<file path="config.mk">
export PLATFORM = sky130hd
export DESIGN_NAME = gray_updown_counter
export DESIGN_NICKNAME = d
export VERILOG_FILES = /design/src/rtl/gray_cnt_pkg.sv /design/src/rtl/gray_updown_counter_gray2bin.sv /design/src/rtl/gray_updown_counter.sv
export SDC_FILE = /design/constraint.sdc
export NUM_CORES = 1
export LEC_CHECK = 0
export BUFFER_PORTS_ARGS = -buffer_cell sky130_fd_sc_hd__buf_2
export CORE_AREA = 2 2 39 41
export CTS_BUF_LIST = sky130_fd_sc_hd__clkbuf_2 sky130_fd_sc_hd__clkbuf_4 sky130_fd_sc_hd__clkbuf_8
export DETAILED_ROUTE_END_ITERATION = 6
export DIE_AREA = 0 0 41 43
export GPL_ROUTABILITY_DRIVEN = 0
export HOLD_SLACK_MARGIN = 0.15
export PLACE_DENSITY_LB_ADDON = 0.3
export SLEW_MARGIN = 5
export SYNTH_ARGS = -nofsm -noshare
export SYNTH_HDL_FRONTEND = slang
export SYNTH_HIERARCHICAL = 1
export SYNTH_SLANG_ARGS = --single-unit
</file>
<file path="constraint.sdc">
create_clock -name clk -period 2.9 [get_ports clk]
set_input_delay 0.725 -clock clk [delete_from_list [all_inputs] [get_ports clk]]
set_output_delay 0.725 -clock clk [all_outputs]
set_load 0.03 [all_outputs]
</file>
<file path="src/rtl/gray_cnt_pkg.sv">
// gray_cnt_pkg: shared definitions for the Gray up/down counter family.
// Holds the widest supported counter width, the step decode type and the
// binary-to-Gray helper used by the counter and its users.
package gray_cnt_pkg;

    localparam int WIDTH_MAX = 16;

    typedef enum logic [1:0] {
        STEP_HOLD = 2'd0,
        STEP_UP   = 2'd1,
        STEP_DOWN = 2'd2,
        STEP_LOAD = 2'd3
    } step_e;

    function automatic logic [WIDTH_MAX-1:0] bin2gray(input logic [WIDTH_MAX-1:0] x);
        return x ^ (x >> 1);
    endfunction

endpackage

</file>
<file path="src/rtl/gray_updown_counter_gray2bin.sv">
// gray2bin: combinational Gray-to-binary converter.
// Each binary bit is the running XOR of all Gray bits from the MSB down to it.
module gray2bin #(
    parameter int WIDTH = 4
) (
    input  logic [WIDTH-1:0] g,
    output logic [WIDTH-1:0] b
);

    logic [WIDTH-1:0] acc;

    // Ripple the XOR from the MSB toward the LSB
    always_comb begin
        acc = '0;
        acc[WIDTH-1] = g[WIDTH-1];
        for (int i = WIDTH - 2; i >= 0; i--) begin
            acc[i] = acc[i+1] ^ g[i];
        end
        b = acc;
    end

endmodule

</file>
<file path="src/rtl/gray_updown_counter.sv">
// gray_updown_counter: parametrised up/down counter presenting its value as
// cycle-aligned binary and Gray code, with synchronous Gray load and a
// one-cycle wrap pulse. Legal WIDTH range is 2..16.
// Optional macro GRAY_CNT_SAT_EN: the count saturates at its ends instead of
// wrapping, and the wrap output pulses on every blocked step.
module gray_updown_counter
    import gray_cnt_pkg::*;
#(
    parameter int WIDTH = 4
) (
    input  logic             clk,
    input  logic             reset,
    input  logic             en,
    input  logic             up,
    input  logic             load,
    input  logic [WIDTH-1:0] load_gray,
    output logic [WIDTH-1:0] bin,
    output logic [WIDTH-1:0] gray,
    output logic             wrap
);

    localparam logic [WIDTH-1:0] CNT_MAX = '1;
    localparam logic [WIDTH-1:0] CNT_ONE = WIDTH'(1);

    step_e            step;
    logic [WIDTH-1:0] cnt;
    logic [WIDTH-1:0] cnt_next;
    logic [WIDTH-1:0] gray_next;
    logic [WIDTH-1:0] load_bin;
    logic             wrap_next;

    gray2bin #(
        .WIDTH(WIDTH)
    ) u_load_g2b (
        .g(load_gray),
        .b(load_bin)
    );

    // Decode the control inputs by priority: load beats count, count beats hold
    always_comb begin
        step = STEP_HOLD;
        if (load) begin
            step = STEP_LOAD;
        end else if (en) begin
            step = up ? STEP_UP : STEP_DOWN;
        end
    end

    // Next count, wrap flag and Gray image, all derived from one next-state value
    always_comb begin
        cnt_next  = cnt;
        wrap_next = 1'b0;
        case (step)
            STEP_LOAD: begin
                cnt_next = load_bin;
            end
            STEP_UP: begin
                wrap_next = (cnt == CNT_MAX);
`ifdef GRAY_CNT_SAT_EN
                if (cnt != CNT_MAX) begin
                    cnt_next = cnt + CNT_ONE;
                end
`else
                cnt_next = cnt + CNT_ONE;
`endif
            end
            STEP_DOWN: begin
                wrap_next = (cnt == '0);
`ifdef GRAY_CNT_SAT_EN
                if (cnt != '0) begin
                    cnt_next = cnt - CNT_ONE;
                end
`else
                cnt_next = cnt - CNT_ONE;
`endif
            end
            default: begin
                cnt_next = cnt;
            end
        endcase
        if (step == STEP_LOAD) begin
            gray_next = load_gray;
        end else begin
            gray_next = WIDTH'(bin2gray(WIDTH_MAX'(cnt_next)));
        end
    end

    // Register count, Gray and wrap together so the outputs never skew
    always_ff @(posedge clk) begin
        if (reset) begin
            cnt  <= '0;
            gray <= '0;
            wrap <= 1'b0;
        end else begin
            cnt  <= cnt_next;
            gray <= gray_next;
            wrap <= wrap_next;
        end
    end

    assign bin = cnt;

endmodule

</file>
-- Word-level counts from Yosys, hierarchy flattened
Index checks and enable logic that the tools add are counted.
Widths: inputs -> output; s select.
- add/subtract/negate cells: 2
- $mul: 0
- div/mod/pow operators: 0
- order comparisons: 0
- equality and inequality tests: 4
- shifts and indexed selects: 0
- multiplexer cells: 6
- bitwise logic cells: 4
- reductions and logical operators: 1
- operators with widths (cell ; number):
    $pmux 4 s3 ; 1
    $mux 2 ; 3
    $add 4x1->4 const B ; 1
    $eq 2x2->1 const B ; 2
    $eq 4x4->1 const B ; 1
    $logic_not 4->1 ; 1
    $mux 4 ; 1
    $sub 4x1->4 const B ; 1
    $xor 4x3->4 ; 1
    $xor 1x1->1 ; 3
    $eq 2x1->1 const B ; 1
    $pmux 1 s2 ; 1
- register bits after elaboration: 9
- latch bits: 0
- bits in writable memories: 0
- bits in read-only memories: 0
- output and inout port bits: 9
- word-level logic and storage cells: 20
- memories kept: 0

-- Longest topological paths before layout
- depth after elaboration: 7
- mapped depth: 9
- mapped depth without buffers: 9

-- Hierarchy
Netlist, hierarchy kept.
- modules (own cells, without submodules) (module ; times used ; cells each ; area an instance (um2) ; seq. area each (um2)):
    gray_updown_counter ; 1 ; 51 ; 471.7 ; 180.2
    gray2bin ; 1 ; 5 ; 50.0 ; 0.0

-- Worst setup path after synthesis
No wires, ideal clock.
- path kind: input to register
- start: input en
- end: register gray[0]
- library setup time: 0.125 ns
- arrival: 2.284 ns
- required time: 2.775 ns
- path slack: 0.491 ns
- cell stages on the path: 9
- path through: or2b_2 > nor2_1 > xor2_1 > ha_1 > mux2_2 > mux2i_1 > xor2_1 > mux2i_1 > nor2_1
- cells in the longest elaborated chain, start to end: 6
- elaborated cells between the ends (all ways): 8
- classes of those cells: eq/ne (3); mux (4); bitwise (1)
- RTL lines (item ; line ; text):
    start: declaration ; gray_updown_counter.sv:13 ; input logic en,
    $mux 2 * ; gray_updown_counter.sv:44 ; end else if (en) begin
    $mux 2 * ; gray_updown_counter.sv:42 ; if (load) begin
    $eq 2x2->1, or another cell as far along ; gray_updown_counter.sv:53 ; case (step)
    $pmux 4 s3 ; gray_updown_counter.sv:53 ;
    $xor 4x3->4 ; gray_cnt_pkg.sv:16 ; return x ^ (x >> 1);
    $mux 4 * ; gray_updown_counter.sv:81 ; if (step == STEP_LOAD) begin
    end signal: assignment ; gray_updown_counter.sv:96 ; gray <= gray_next;
    end: declaration ; gray_updown_counter.sv:18 ; output logic [WIDTH-1:0] gray,
Every way passes the cells marked *; elsewhere a longest branch is shown, timed or not.
A chain may end at the register's enable or synchronous reset.

-- Worst setup path in the final report
Same ends and word-level chain as after synthesis.

==> impl_metrics.json <==
{
  "r2r_cells": 7,
  "hold_viol_final": 0,
  "ant_nets": 0,
  "synth.most_common_cell": "dfxtp_1",
  "irDropWorstVdd_v": 0.000258,
  "post_cts_buffers": 0,
  "std_cell_rows": 14,
  "min_to": "wrap$_SDFF_PP0_",
  "drtIter0Drc": 11,
  "worstPathArrival_ns": 2.64,
  "yosysWarnings": 6,
  "critPathMaxStageDelay_ns": 0.34,
  "p_total_mw": 0.375,
  "finalSetupViolations": 0,
  "path_cells": "buf_2 -> or2b_2 -> nor2_1 -> xor2_1 -> ha_1 -> mux2_2 -> mux2i_1 -> xor2_1 -> mux2i_1 -> nor2_1",
  "max_freq_ghz": 0.411,
  "r2r-start": "bin[1]$_SDFF_PP0_",
  "avgSynthCellArea_um2": 9.32,
  "slew_headroom": 0.769,
  "p_seq_frac": 0.390,
  "cts_tree": "built",
  "clock-sinks": 9,
  "fin_cells": 91,
  "hp-class": "reg2reg",
  "cp_max_fo": 6,
  "synth_area_leaders": "dfxtp_1 35%, xnor2_1 8.4%, xor2_1 6.7%",
  "finalCriticalPeriod_ns": 2.43,
  "cts-root-buf": "clkbuf_4",
  "timing.rr.end": "gray[0]$_SDFF_PP0_",
  "n_fill_cell": 134,
  "fin_ws_ns": 0.467,
  "die-area_um2": 1760,
  "synth_seq_cells": 9,
  "clockBufferDepth": 2,
  "cts_resized": 0,
  "period_share": 0.839,
  "clock_latency_ns": 0.26,
  "grt_pass1_vias": 383,
  "dr.pass1.iters": 4,
  "setup-tns-final_ns": 0,
  "synth_edf_count": 0,
  "ys_seq_area_frac": 0.345,
  "min_from": "bin[3]$_SDFF_PP0_",
  "pwr-share-comb": 0.325,
  "async_flop_share": 0,
  "core_region_area_um2": 1380,
  "synth_cell_types": 27,
  "hold_ws_ns": 0.633,
  "synthTopCellsByCount": "9 x dfxtp_1, 6 x nor2_1, 5 x xnor2_1, 4 x a21oi_1, 4 x xor2_1",
  "dr_total_vias": 433,
  "drive_gt1_frac": 0.387,
  "cap_viol_max_count": 0,
  "setup.worst_path.class": "in2reg",
  "grt-ovfl-total": 0,
  "max_slew.worst_pin.slew_ns": 0.337,
  "syn_inst": 56,
  "rsz0062_at_grt": "no",
  "hold_depth": 3,
  "slowest_stage": "or2b_2",
  "htreeDepth": 1,
  "yosys.area.top_type_share": 0.345,
  "synth_top_area_cell": "dfxtp_1",
  "nNetsFinal": 86,
  "startpoint_type": "primary input",
  "synth_nets": 66,
  "wl_um": 945,
  "path_delay_family": "multiplexers",
  "cp-end-kind": "flop",
  "cts_inserted_buffers": 3,
  "vias_per_cell": 4.76,
  "dp.cells": 87,
  "drc": 0,
  "power_switching_share": 0.333,
  "cts_hold_buf": 0,
  "antennaDiodeCount": 0,
  "antenna_found_initial": 0,
  "post_drt_wl_per_cell_um": 10.4,
  "p_leak_nw": 0.307,
  "finClkSkew_ns": 0.00404,
  "power.switching_mw": 0.125,
  "die_x_um": 41,
  "area_growth_pct": 24.5,
  "clkTransAtPathRegs_ns": 0.06,
  "hpwl_um": 687,
  "die_h_um": 43,
  "place_ws_ns": 0.190,
  "port_buffers": 17,
  "p_int_mw": 0.250,
  "outcome": "finished, final reports clean",
  "syn-cell-area_um2": 522,
  "initial_core_util": 0.377,
  "slew_viol_final": 0,
  "grt_use_total": 0.137,
  "fin_area_um2": 649,
  "grt_max_degree": 15,
  "r2r_setup_slack_ns": 1.11,
  "ys.flop_type": "dfxtp_1",
  "pwr-share-clk": 0.285,
  "power.density_nw_per_um2": 578,
  "critPathRequiredTime_ns": 3.10,
  "io_pins": 18,
  "worst-path-buf-inv": 1,
  "placed_area_um2": 619,
  "grt_pass1_wl_mm": 1.57,
  "final_core_util": 0.469
}
[flip-flops by register name, indices dropped and copies added, names as in the netlist]
signal,count
bin,4
gray,4
wrap,1
[power groups by stage]
| stage | sequential (mW) | clock (mW) | combinational, mW |
|---|---|---|---|
| finish | 0.146 | 0.107 | 0.122 |
| global route | 0.148 | 0.120 | 0.134 |
| CTS | 0.147 | 0.113 | 0.123 |
| detailed placement | 0.149 | 0 | 0.122 |
| global placement | 0.149 | 0 | 0.123 |
| floorplan | 0.175 | 0 | 0.0654 |
[tightest hold or removal path: cells and delay by family (launching register included)]
| kind | cells | cell delay (ns) |
|---|---|---|
| flip-flops | 1 | 0.35 |
| AO/OA/AOI/OAI | 1 | 0.12 |
| AND/OR/NAND/NOR | 2 | 0.11 |
[layer usage]
layer	vias to the layer above	routed length (µm)	track usage	share of wire
li1	226	-	-	-
met1	192	455	0.170	0.48
met2	13	412	0.178	0.44
met3	2	60	0.0314	0.063
met4	0	17	0.140	0.018
met5	-	0	0	0
[cell families (layout without fill, tap and decap cells)]
group	count (synthesis)	in the layout	synth area share
compound gates	12	12	0.161
xor+xnor	11	11	0.213
fa+ha+maj	1	1	0.0240
buf+inv	6	25	0.0503
flops	9	9	0.345
mux	3	3	0.0600
simple gates	14	14	0.146
[layout make-up]
class / count / area, µm² / area share
clock buffer: 4 / 30.0 / 0.0462
inverter: 3 / 11.3 / 0.0173
multi-input combinational: 41 / 315 / 0.486
sequential: 9 / 180 / 0.277
tap: 16 / 20.0 / 0.0308
timing repair buffer: 18 / 92.6 / 0.143
[placed cells by master, fill, tap and decap left out]
cell type   n
ha_1        1
buf_2      17
o21bai_1    1
mux2_2      1
nor3_1      1
o21a_1      2
or4_4       1
dfxtp_1     9
a31oi_1     1
o22ai_2     1
inv_1       3
buf_4       1
o31ai_1     1
a21oi_1     4
xor2_1      4
mux2i_1     2
nor2_1      6
clkbuf_4    4
o22a_2      1
xnor2_1     5
o21ai_0     1
or2b_2      1
xor2_2      2
nand2_1     2
nand3b_1    1
nor4b_1     1
nand3_1     1
[worst max path at each step]
stage / depth (start not counted) / slack (ns) / from / end
final: 10 / 0.47 / en / gray[0]$_SDFF_PP0_
after global routing: 10 / 0.28 / en / gray[0]$_SDFF_PP0_
after CTS: 10 / 0.46 / en / gray[0]$_SDFF_PP0_
after detailed placement: 10 / 0.19 / en / gray[0]$_SDFF_PP0_
after global placement: 10 / 0.18 / en / gray[0]$_SDFF_PP0_
after floorplan: 9 / 0.49 / en / gray[0]$_SDFF_PP0_
Power figures use the tool's default switching activity.
